**config.mk**
```make
export PLATFORM = sky130hd
export DESIGN_NAME = fibonacci_index
export DESIGN_NICKNAME = d
export VERILOG_FILES = /design/src/rtl/fib_pkg.sv /design/src/rtl/fib_step.sv /design/src/rtl/fibonacci_index.sv
export SDC_FILE = /design/constraint.sdc
export NUM_CORES = 1
export LEC_CHECK = 0
export BUFFER_PORTS_ARGS = -buffer_cell sky130_fd_sc_hd__buf_2
export CORE_ASPECT_RATIO = 0.75
export CORE_UTILIZATION = 36
export CTS_CLUSTER_SIZE = 14
export DETAILED_ROUTE_END_ITERATION = 10
export MAX_ROUTING_LAYER = met4
export SYNTH_ARGS = -nofsm -noshare
export SYNTH_HDL_FRONTEND = slang
export SYNTH_SLANG_ARGS = --single-unit
```
**constraint.sdc**
```tcl
create_clock -name clk -period 3.9 [get_ports clk]
set_clock_uncertainty 0.05 [all_clocks]
set_input_delay 0.195 -clock clk [delete_from_list [all_inputs] [get_ports clk]]
set_output_delay 0.195 -clock clk [all_outputs]
set_load 0.02 [all_outputs]
```
**src/rtl/fib_pkg.sv**
```systemverilog
// Shared constants and types for the Fibonacci generator/index blocks.
package fib_pkg;

  localparam int FIB_W_DEFAULT = 32;
  localparam int IDX_W_DEFAULT = 8;

  // Sequence indexing: F(1)=F(2)=1, and reported indices start at 2.
  localparam int FIB_MIN_IDX = 2;

  // Largest index and term that fit in 32 bits.
  localparam int          FIB_MAX_IDX_32 = 47;
  localparam logic [31:0] FIB_MAX_VAL_32 = 32'd2971215073;

  typedef enum logic [1:0] {
    IDLE   = 2'd0,
    SEARCH = 2'd1,
    DONE   = 2'd2
  } fib_idx_state_t;

endpackage

```
**src/rtl/fib_step.sv**
```systemverilog
// One Fibonacci step: next = prev + cur, with the carry out of the top bit.
// Shared with the generator so both sides advance the sequence identically.
module fib_step #(
  parameter int FIB_W = 32
) (
  input  logic [FIB_W-1:0] prev,
  input  logic [FIB_W-1:0] cur,
  output logic [FIB_W-1:0] next,
  output logic             carry
);

  logic [FIB_W:0] sum;

  // Widened add so the carry shows when the next term no longer fits.
  always_comb begin
    sum   = {1'b0, prev} + {1'b0, cur};
    next  = sum[FIB_W-1:0];
    carry = sum[FIB_W];
  end

endmodule

```
**src/rtl/fibonacci_index.sv**
```systemverilog
// Inverse Fibonacci lookup: walks the sequence one term per clock until the
// current term reaches the target, then reports the smallest such index.
//
//   state  | meaning
//   IDLE   | waiting for start; last result held on n/exact/overflow
//   SEARCH | stepping the sequence, comparing cur against target each cycle
//   DONE   | result just written; done pulses; start may chain a new search
module fibonacci_index
  import fib_pkg::*;
#(
  parameter int FIB_W = FIB_W_DEFAULT,
  parameter int IDX_W = IDX_W_DEFAULT
) (
  input  logic             clk,
  input  logic             rst,
  input  logic             start,
  input  logic [FIB_W-1:0] value,
  output logic             busy,
  output logic             done,
  output logic [IDX_W-1:0] n,
  output logic             exact,
  output logic             overflow
);

  fib_idx_state_t state_q, state_d;

  logic [FIB_W-1:0] target_q;
  logic [FIB_W-1:0] prev_q;
  logic [FIB_W-1:0] cur_q;
  logic [IDX_W-1:0] idx_q;

  logic [IDX_W-1:0] n_q;
  logic             exact_q;
  logic             overflow_q;

  logic [FIB_W-1:0] next_term;
  logic             next_carry;
  logic             hit;
  logic             load;

  fib_step #(.FIB_W(FIB_W)) u_step (
    .prev  (prev_q),
    .cur   (cur_q),
    .next  (next_term),
    .carry (next_carry)
  );

  // Compare has priority over overflow: a term that reaches the target wins
  // even when the following sum would no longer fit.
  always_comb begin
    hit  = (cur_q >= target_q);
    load = (state_q != SEARCH) && start;
  end

  // Next-state decode; start is only honoured outside SEARCH.
  always_comb begin
    state_d = state_q;
    case (state_q)
      IDLE:    state_d = start ? SEARCH : IDLE;
      SEARCH:  if (hit || next_carry) state_d = DONE;
      DONE:    state_d = start ? SEARCH : IDLE;
      default: state_d = IDLE;
    endcase
  end

  // State register.
  always_ff @(posedge clk) begin
    if (rst) state_q <= IDLE;
    else     state_q <= state_d;
  end

  // Sequence walker and result registers; results only change on completion.
  always_ff @(posedge clk) begin
    if (rst) begin
      target_q   <= '0;
      prev_q     <= '0;
      cur_q      <= '0;
      idx_q      <= '0;
      n_q        <= '0;
      exact_q    <= 1'b0;
      overflow_q <= 1'b0;
    end else if (load) begin
      target_q <= value;
      prev_q   <= FIB_W'(1);
      cur_q    <= FIB_W'(1);
      idx_q    <= IDX_W'(FIB_MIN_IDX);
    end else if (state_q == SEARCH) begin
      if (hit) begin
        n_q        <= idx_q;
        exact_q    <= (cur_q == target_q);
        overflow_q <= 1'b0;
      end else if (next_carry) begin
        n_q        <= idx_q + IDX_W'(1);
        exact_q    <= 1'b0;
        overflow_q <= 1'b1;
      end else begin
        prev_q <= cur_q;
        cur_q  <= next_term;
        idx_q  <= idx_q + IDX_W'(1);
      end
    end
  end

  // Status comes straight from registered state, so no input reaches it.
  always_comb begin
    busy     = (state_q == SEARCH);
    done     = (state_q == DONE);
    n        = n_q;
    exact    = exact_q;
    overflow = overflow_q;
  end

endmodule
```
# Yosys cells after proc, flatten, opt, wreduce, memory -nomap -nowiden
# Cells that the tools add are included.
# totals
reg_bits	116
out_inout_bits	12
inputBits	35
# classes
n_reduce_logical	10
mux	21
addsub	2
eq_ne	7
order_cmp	1
n_bitwise	3
# ops
cell	n
32-bit by 32-bit adder with 33-bit output	1
32-bit equality test	1
32-bit greater-or-equal comparator	1
8-bit 2-to-1 mux	2
1-bit 2-to-1 mux	13
2-bit 2-to-1 mux	5
3-bit AND reduction	3
8-bit by 1-bit adder with 8-bit output, second input constant	1
2-bit by 1-bit inequality test with 1-bit output, second input constant	3
2-bit one-hot mux with 2 select lines	1
2-bit nonzero test	2
2-bit OR reduction	2
1-bit NOT	3
2-bit by 1-bit equality test with 1-bit output, second input constant	1
2-bit equality test, second input constant	1
2-bit zero test	1
2-bit inequality test, second input constant	1
1-bit logical AND	1
1-bit logical OR	1

# Logic depth before layout (Yosys ltp)
# Gate-level depths: netlist (run 1).
# logic_depth
word_depth	5
depth_mapped	12
mapped_depth_nobuf	10

# Cells and area by module
# From an unflattened synthesis (run 1), not the netlist that was laid out.
# hier_totals
cells_unflattened	928
hier_area_um2	6982.9
# by_module_without_submodules
module	seq_area_each_um2	instances	cells_per_inst	area_per_inst_um2
fibonacci_index	2322.2	1	654	5081.1
fib_step	0.0	1	274	1901.8

# Worst setup path before layout (run 1)
# No wires, ideal clock.
# synth_path
kind	flip-flop to flip-flop
from	reg prev_q[0]
to	reg cur_q[1]
setup_ps	70
stages_incl_launch_ff	13
slack_ps	829
period_less_slack_ps	3071
arrival_time_ps	2951
t_required_ps	3780
path_cell_list	dfxtp_1 ha_1 fa_1 a211oi_1 o211ai_1 a221oi_2 o211a_4 nor4_2 nor4b_2 buf_2 buf_1 nand2_1 a21oi_1
# synth_between
elab_chain_len	3
# synth_rtl
element	line_no	source
from (decl)	fibonacci_index.sv:28	logic [FIB_W-1:0] prev_q;
from (signal assigned)	fibonacci_index.sv:97	prev_q <= cur_q;
32-bit by 32-bit adder with 33-bit output *	fib_step.sv:16	sum = {1'b0, prev} + {1'b0, cur};
1-bit NOT (no source line)	--	
3-bit AND reduction (no source line)	--	
to (signal assigned)	fibonacci_index.sv:98	cur_q <= next_term;
to (decl)	fibonacci_index.sv:29	logic [FIB_W-1:0] cur_q;
# Every way passes the cells marked *; elsewhere a longest branch is shown, timed or not.
# A chain may end at the register's enable or synchronous reset.

# Worst setup path in the final report (run 1)
# layout_path
from	reg prev_q[0]
to	reg exact_q, in the netlist exact
# layout_between
elab_chain_len	3
# layout_rtl
element	line_no	source
32-bit by 32-bit adder with 33-bit output	fib_step.sv:16	
2-bit nonzero test (no source line)	--	
3-bit AND reduction (no source line)	--	
to (signal assigned)	fibonacci_index.sv:90	exact_q <= (cur_q == target_q);
to (decl)	fibonacci_index.sv:33	logic exact_q;
# Every way passes these cells.

==> impl_metrics.toml, run 1 <==
[place]
hpwl_mm = 11.9
gp_congestion = 0.870
io_buffers = 46
dp_slack_ps = 480
placed_area_um2 = 7310

[outcome]
status = "finished, final reports clean"

[critical_path]
worstSetupPathType = "reg2reg"
endpoint = "exact$_SDFFE_PP0P_"
critPathMaxStageDelay_ps = 540
critPathCaptureType = "flip-flop"
crit_arrival_ps = 3750
crit_fanout = 13
reg2reg_depth = 10
worstSetupStartpointType = "flip-flop"
path_cells = "ha_1 -> fa_1 -> a211oi_1 -> o211ai_1 -> a221oi_2 -> o211a_4 -> or4_4 -> a31o_1 -> or4_1 -> a21oi_1"
crit_required_ps = 4200
crit_start = "prev_q[0]$_SDFFE_PP0P_"
crit_slowest_cell = "or4_1"
timing.reg2reg.setup_slack_ps = 440
worst_r2r_endpoint = "exact$_SDFFE_PP0P_"
r2r-start = "prev_q[0]$_SDFFE_PP0P_"

[power]
power_density_nw_per_um2 = 385
ir_worst_vdd_v = 0.000205
p_leak_uw = 0.00335
power_uw = 3160

[yosys]
synth_top_flop_cell = "dfxtp_1"
async_flop_share = 0
ys_types = 59
syn_area_um2 = 6840
syn-num-nets = 1000
synth-edff-count = 0
yosys_warnings = 0
ys_ff_latch = 116
avgSynthCellArea_um2 = 7.61
netlist_instances = 899
synth_seq_area_share = 0.339

[finish]
fin_util = 0.442
design_area_um2 = 8200
syn_to_final_growth_pct = 19.9
diodes = 0
final_cell_mix = "nand2_1 (195), a21oi_1 (137), dfxtp_1 (116)"
nNetsFinal = 1057
drive_gt1_frac = 0.0981
final_common_cell = "nand2_1"

[detailed_routing]
postRouteAntennaNets = 0
routed_wl_mm = 17.3
drt_first_pass_iters = 6
drt_first_iter_violations = 366
drt-vias-per-instance = 5.14
vias = 6244
wl_per_cell_um = 14.3
drc_errors = 0

[timing]
tns_ps = 0
slew_headroom = 0.381
drv_slew = 0
grt_setup_unrepaired = "false"
setup_ws_ps = 442
worst-slew-pin-transition_ps = 928
hold_violations = 0
clock.fmax_mhz = 289
fin_crit_sh = 0.887
finalCriticalPeriod_ps = 3460
setup_viol = 0

[grt]
grt_max_degree = 68
gr-total-overflow = 0
antenna_found_initial = 0
grt_pass1_vias = 5710
grt_usage = 0.191
grt_pass1_wl_mm = 28.7

[die]
dieArea_um2 = 19600
boundaryPins = 47
fp.dieW_um = 161
core_um2 = 18600
dieHeight_um = 121
rows = 43
initial_utilization = 0.369

[worst_hold_path]
hold_path_class = "in2reg"
worstHoldStart = "start"

[clocking]
clk-insertion-delay-late_ps = 420
cts.sinks = 116
cts_tree = "done"
cts_buffers = 17
ctsResizeCount = 0
h-tree-depth = 4
clockRootBuffer = "clkbuf_16"
path_clk_slew_ps = 50
clockBufferDepth = 2

[run]
maxCapViolCount = 0
-- metal layers --
layer | global-route usage | part of all wire
met1 | 0.272 | 0.54
met5 | - | 0
met4 | 0.0495 | 0.0091
met2 | 0.273 | 0.41
met3 | 0.0369 | 0.043
-- area by class of cell --
cell class,instances,area [µm²]
clock buffers,21,450
multi-input cells,684,4150
repair buffers,86,646
flip-flops and latches,116,2320
well taps,247,309
inverters,51,191
fillers,1901,10400
clock inverters,10,133
-- flip-flops by register name, indices dropped and copies added (netlist names) --
name and count:
cur_q 32, exact 1, idx_q 8, n 8
overflow 1, prev_q 32, state_q 2, target_q 32
-- how the worst min path moves through the flow --
stage	endpoint	cells after the start
after detailed placement	target_q[25]$_SDFFE_PP0P_	3
after global routing	target_q[9]$_SDFFE_PP0P_	3
final	state_q[0]$_SDFFE_PP0P_	3
after CTS	state_q[0]$_SDFFE_PP0P_	3
after floorplan	target_q[10]$_SDFFE_PP0P_	2
after global placement	target_q[25]$_SDFFE_PP0P_	3
-- Yosys cell counts (2+ instances only) --
cell	number	area, µm²
nand2_1	195	732
a21oi_1	137	686
dfxtp_1	116	2320
ha_1	65	813
inv_1	51	191
clkbuf_1	38	143
nor2_1	36	135
o21ai_0	36	180
nand3_1	20	100
a21o_1	19	143
xnor2_1	17	149
nand4_1	16	100
nand2b_1	12	75.1
nor3_1	12	60.1
a211oi_1	10	75.1
o211ai_1	8	60.1
xor2_1	8	70.1
a31oi_1	7	43.8
buf_2	7	35.0
nor2b_1	7	43.8
or3_1	7	43.8
a221oi_1	6	52.6
mux2i_1	6	60.1
and3_1	5	31.3
o31ai_1	5	37.5
a21boi_0	3	22.5
and2_1	3	18.8
buf_1	3	11.3
nand3b_1	3	22.5
o2111ai_1	3	26.3
o221ai_1	3	26.3
or2_2	3	18.8
a211oi_2	2	25.0
a32oi_1	2	17.5
nor3b_1	2	15.0
o21a_1	2	15.0
o22ai_1	2	12.5
-- metrics by stage --
step / hold slack (ps) / std cells
floorplan: 281 / 899
global placement: 387 / 1153
detailed placement: 390 / 1153
CTS: 3.64 / 1215
global route: 24.3 / 1215
finish: 14.3 / 1215
-- report_power, final --
part	switching, µW	leakage, µW	total (µW)	internal (µW)
clock network	556	0.000279	1570	1010
logic	221	0.00213	349	128
registers	21.0	0.000941	1240	1220
-- logic make-up after synthesis --
kind of cell | synth area share
flops | 0.339
simple gates | 0.213
xor+xnor | 0.0320
fa+ha+maj | 0.122
compound gates | 0.229
buf+inv | 0.0556
mux | 0.00878
-- timing repair --
item / in CTS / in global routing
hold buffers: 31 / 0
buffers inserted: 0 / 0
hold endpoints to repair: 31 / 0
-- worst max-delay path, delay by kind of cell (launching register included) --
kind / cells / cell delay [ps]
flops: 1 / 340
fa+ha+maj: 2 / 510
compound gates: 6 / 1430
simple gates: 2 / 1060
No activity file was read; power rests on OpenSTA's default activity.
==> run 2, diff against run 1 <==
RECOVER_POWER = 50   (was unset)
==> run 2 against run 1 <==
Net effect:
- global-route usage is the same
- clock-buffer cell count unchanged
- setup slack worse by 60 ps
- first-iteration DRC count shrank 11%
- clock power is essentially flat
- cell area fell by 0.50%
- routed wire length is essentially flat
- worst hold slack improved by 1.8 ps
- sequential power is essentially flat
- cell count is the same
- critical path depth unchanged
- largest power group unchanged
==> impl_metrics.toml, run 2 (synthesis results as in run 1) <==
[outcome]
status = "finished, final reports clean"

[grt]
grt_pass1_wl_mm = 28.7
grt_pass1_vias = 5710
antenna_found_initial = 0
gr-total-overflow = 0
grt_max_degree = 68
grt_usage = 0.191

[detailed_routing]
routed_wl_mm = 17.3
vias = 6249
drt_first_pass_iters = 5
wl_per_cell_um = 14.3
postRouteAntennaNets = 0
drc_errors = 0
drt_first_iter_violations = 324
drt-vias-per-instance = 5.14

[critical_path]
r2r-start = "prev_q[0]$_SDFFE_PP0P_"
critPathCaptureType = "flip-flop"
crit_fanout = 13
crit_required_ps = 4200
reg2reg_depth = 10
crit_arrival_ps = 3810
worst_r2r_endpoint = "exact$_SDFFE_PP0P_"
timing.reg2reg.setup_slack_ps = 380
worstSetupPathType = "reg2reg"
worstSetupStartpointType = "flip-flop"

[die]
initial_utilization = 0.369
boundaryPins = 47
dieArea_um2 = 19600
rows = 43
dieHeight_um = 121
fp.dieW_um = 161
core_um2 = 18600

[clocking]
cts_tree = "done"
postCtsSetupBuffers = 0
cts_hold_buf = 31
clockRootBuffer = "clkbuf_16"
h-tree-depth = 4
clk-insertion-delay-late_ps = 420
path_clk_slew_ps = 50
cts_buffers = 17
cts.sinks = 116
ctsResizeCount = 0
clockBufferDepth = 2

[timing]
setup_viol = 0
hold_violations = 0
worst-slew-pin-transition_ps = 1300
tns_ps = 0
slew_headroom = 0.133
clock.fmax_mhz = 284
drv_slew = 0
grt_setup_unrepaired = "false"
finalCriticalPeriod_ps = 3520
fin_crit_sh = 0.902

[worst_hold_path]
hold_path_class = "in2reg"
whs_path_depth = 3
holdPathEnd = "state_q[0]$_SDFFE_PP0P_"
worstHoldStart = "start"

[run]
maxCapViolCount = 0

[place]
io_buffers = 46
gp_congestion = 0.870
placed_area_um2 = 7310
hpwl_mm = 11.9

[finish]
nNetsFinal = 1057
diodes = 0
final_cell_mix = "nand2_1 (195), a21oi_1 (137), dfxtp_1 (116)"
final_common_cell = "nand2_1"
design_area_um2 = 8160
syn_to_final_growth_pct = 19.3
drive_gt1_frac = 0.0826
reg_top3 = "cur_q x32, prev_q x32, target_q x32"

[power]
p_leak_uw = 0.00328
ir_worst_vdd_v = 0.000205
power_density_nw_per_um2 = 387
==> run 2: cell count changes in the layout (fill, tap and decap cells not counted), sizes merged <==
cell | previous run | this run
clkbuf | 21 | 35
buf | 55 | 41
==> run 2: cell type report <==
| cell class | count | area (µm²) |
|---|---|---|
| timing repair buffer | 86 | 614 |
| tap | 247 | 309 |
| multi-input combinational | 684 | 4140 |
| sequential | 116 | 2320 |
| fill | 1915 | 10400 |
| clock buffer | 21 | 450 |
| clock inverter | 10 | 133 |
| inverter | 51 | 191 |
==> run 2: layer usage <==
metal  vias up  routed length [µm]  global-route usage
met5         -                   0                   -
met4         0                 165              0.0495
met3        13                 760              0.0369
met2       119                7090               0.273
met1      2859                9320               0.272
li1       3258                   -                   -
==> run 2: how the worst max path moves through the flow <==
stage / from / to / cells after the start
CTS: prev_q[0]$_SDFFE_PP0P_ / exact$_SDFFE_PP0P_ / 10
global route: prev_q[0]$_SDFFE_PP0P_ / cur_q[26]$_SDFFE_PP0P_ / 11
detailed placement: prev_q[0]$_SDFFE_PP0P_ / exact$_SDFFE_PP0P_ / 10
global placement: prev_q[0]$_SDFFE_PP0P_ / exact$_SDFFE_PP0P_ / 10
floorplan: prev_q[0]$_SDFFE_PP0P_ / cur_q[1]$_SDFFE_PP0P_ / 12
finish: prev_q[0]$_SDFFE_PP0P_ / exact$_SDFFE_PP0P_ / 10
==> run 2: worst max-delay path: stages (launching register included) <==
cell,delay (ps)
dfxtp_1,340
ha_1,230
fa_1,280
a211oi_1,110
o211ai_1,320
a221oi_1,200
o211a_4,300
or4_1,530
a31o_1,400
or4_1,540
a21oi_1,150
==> run 2: stage by stage <==
stage	total power (µW)	hold slack, ps	utilization	worst slack (ps)	instances
after floorplan	1480	281	-	829	899
after global placement	1590	387	0.394	603	1153
after detailed placement	1600	390	0.394	480	1153
after CTS	3200	3.64	0.442	466	1215
after global routing	3280	24.3	0.440	208	1215
final	3150	16.1	0.440	382	1215
==> run 2: report_power, final <==
part / total [µW] / internal (µW) / leakage [µW] / switching, µW
combinational: 343 / 123 / 0.00206 / 220
sequential: 1240 / 1220 / 0.000941 / 21.1
clock: 1570 / 1010 / 0.000279 / 557
==> run 3, diff against run 2 <==
PLACE_DENSITY = 0.64   (was unset)
==> run 3 against run 2 <==
Net effect:
- global-route usage is 0.064 points lower
- fmax is 3.0% lower
- non-clock buffer count is 3 higher
- routed wire length is 1.7% lower
- critical endpoint unchanged
- total power is 4.3% higher
- setup slack worse by 110 ps
- clock-buffer cell count is 2 higher
- first-iteration DRC count is 45% higher
- register-to-register slack worse by 110 ps
- sequential power hardly changed
==> impl_metrics.toml, run 3 (synthesis results as in run 1) <==
[place]
dp_slack_ps = 380
gp_congestion = 0.932
io_buffers = 46
dp_cells = 1154
hpwl_mm = 11.9

[finish]
fin_util = 0.443
reg_top3 = "cur_q x32, prev_q x32, target_q x32"
final_cell_mix = "nand2_1 (195), a21oi_1 (137), dfxtp_1 (116)"
drive_gt1_frac = 0.0855
diodes = 0
nNetsFinal = 1060
final_common_cell = "nand2_1"
stdcell_count = 1218
syn_to_final_growth_pct = 20.3
fillCellCount = 1894

[clocking]
cts_buffers = 17
clockRootBuffer = "clkbuf_16"
path_clk_slew_ps = 60
cts.sinks = 116
h-tree-depth = 4
ctsResizeCount = 0
clk-insertion-delay-late_ps = 420
cts_tree = "done"
clockBufferDepth = 2

[worst_hold_path]
hold_path_class = "in2reg"
worstHoldStart = "rst"

[detailed_routing]
drt-vias-per-instance = 5.18
drt_first_pass_iters = 6
vias = 6305
drt_first_iter_violations = 470
drc_errors = 0
routed_wl_mm = 17.0
postRouteAntennaNets = 0
wl_per_cell_um = 14.0

[die]
fp.dieW_um = 161
dieArea_um2 = 19600
rows = 43
initial_utilization = 0.369
dieHeight_um = 121
core_um2 = 18600
boundaryPins = 47

[critical_path]
worstSetupStartpointType = "flip-flop"
crit_start = "target_q[23]$_SDFFE_PP0P_"
crit_arrival_ps = 3920
path_cells = "inv_1 -> ha_1 -> nand4_1 -> nor3_1 -> nand2_1 -> nor4_1 -> a211oi_1 -> clkbuf_2 -> a31o_1 -> or4_1 -> a21oi_1"
reg2reg_depth = 11
timing.reg2reg.setup_slack_ps = 270
crit_cells = 11
critPathMaxStageDelay_ps = 530
critPathTopFamily = "simple AND/OR/NAND/NOR gates"
path_buf_inv = 2
crit_required_ps = 4200
worstSetupPathType = "reg2reg"
endpoint = "exact$_SDFFE_PP0P_"
r2r-start = "target_q[23]$_SDFFE_PP0P_"
crit_fanout = 18
critPathCaptureType = "flip-flop"
crit_slowest_cell = "or4_1"
worst_r2r_endpoint = "exact$_SDFFE_PP0P_"

[timing]
setup_viol = 0
grt_setup_unrepaired = "false"
hold_violations = 0
slew_headroom = 0.206
setup_ws_ps = 272
drv_slew = 0
finalCriticalPeriod_ps = 3630
tns_ps = 0
fin_crit_sh = 0.930
clock.fmax_mhz = 276
worst-slew-pin-transition_ps = 1190

[grt]
gr-total-overflow = 0
grt_pass1_wl_mm = 28.7
antenna_found_initial = 0
grt_pass1_vias = 5808
grt_max_degree = 51
grt_usage = 0.190

[power]
power_uw = 3290
power_density_nw_per_um2 = 400
ir_worst_vdd_v = 0.000181
p_leak_uw = 0.00333

[run]
maxCapViolCount = 0

[outcome]
status = "finished, final reports clean"
==> run 3: cell types whose count changed in the layout (fill, tap and decap cells not counted), sizes merged <==
cell / change
clkbuf: +5
buf: -2
clkinv: -1
dlygate4sd3: +2
clkinvlp: -2
bufinv: +1
==> run 3: cell type report <==
class | instances | area [µm²] | area share
clock inverter | 8 | 146 | 0.0178
timing repair buffer | 89 | 622 | 0.0756
multi-input combinational | 684 | 4140 | 0.503
clock buffer | 23 | 498 | 0.0605
sequential | 116 | 2320 | 0.282
inverter | 51 | 191 | 0.0233
tap | 247 | 309 | 0.0376
==> run 3: what timing repair did <==
action	in CTS	in global routing
endpoints found under the hold margin	33	0
hold buffers	33	0
setup buffers	0	0
==> run 3: worst register-to-register path, stage by stage, from the launching register on <==
cell,delay [ps]
dfxtp_1,330
inv_1,50
ha_1,330
nand4_1,160
nor3_1,410
nand2_1,110
nor4_1,470
a211oi_1,200
clkbuf_2,290
a31o_1,470
or4_1,530
a21oi_1,150
==> run 3: per-layer routing <==
layer	up-vias	track usage	part of all wire
met5	-	-	0
met4	0	0.0631	0.013
met3	18	0.0376	0.039
met2	119	0.270	0.41
met1	2901	0.267	0.54
li1	3267	-	-
==> run 3: where the power goes <==
part / total, µW / switching (µW) / leakage (µW) / internal [µW]
logic: 337 / 217 / 0.00207 / 120
registers: 1240 / 21.8 / 0.000941 / 1220
clock network: 1710 / 561 / 0.000315 / 1150
==> run 3: worst min-delay path by stage <==
stage                     depth (start not counted)                         to  slack [ps]
after global placement                            3  target_q[24]$_SDFFE_PP0P_         390
after floorplan                                   2  target_q[10]$_SDFFE_PP0P_         280
after detailed placement                          3  target_q[26]$_SDFFE_PP0P_         390
after global routing                              3          n[0]$_SDFFE_PP0P_         380
final                                             3          n[0]$_SDFFE_PP0P_         350
after CTS                                         3    state_q[1]$_SDFFE_PP0P_         340
==> run 3: per-stage QoR <==
step           hold WS (ps)  instance area, µm²
2_1_floorplan           281                6840
3_3_place_gp            385                7300
3_5_place_dp            390                7300
4_1_cts                 336                8280
5_1_grt                 377                8230
6_report                347                8230
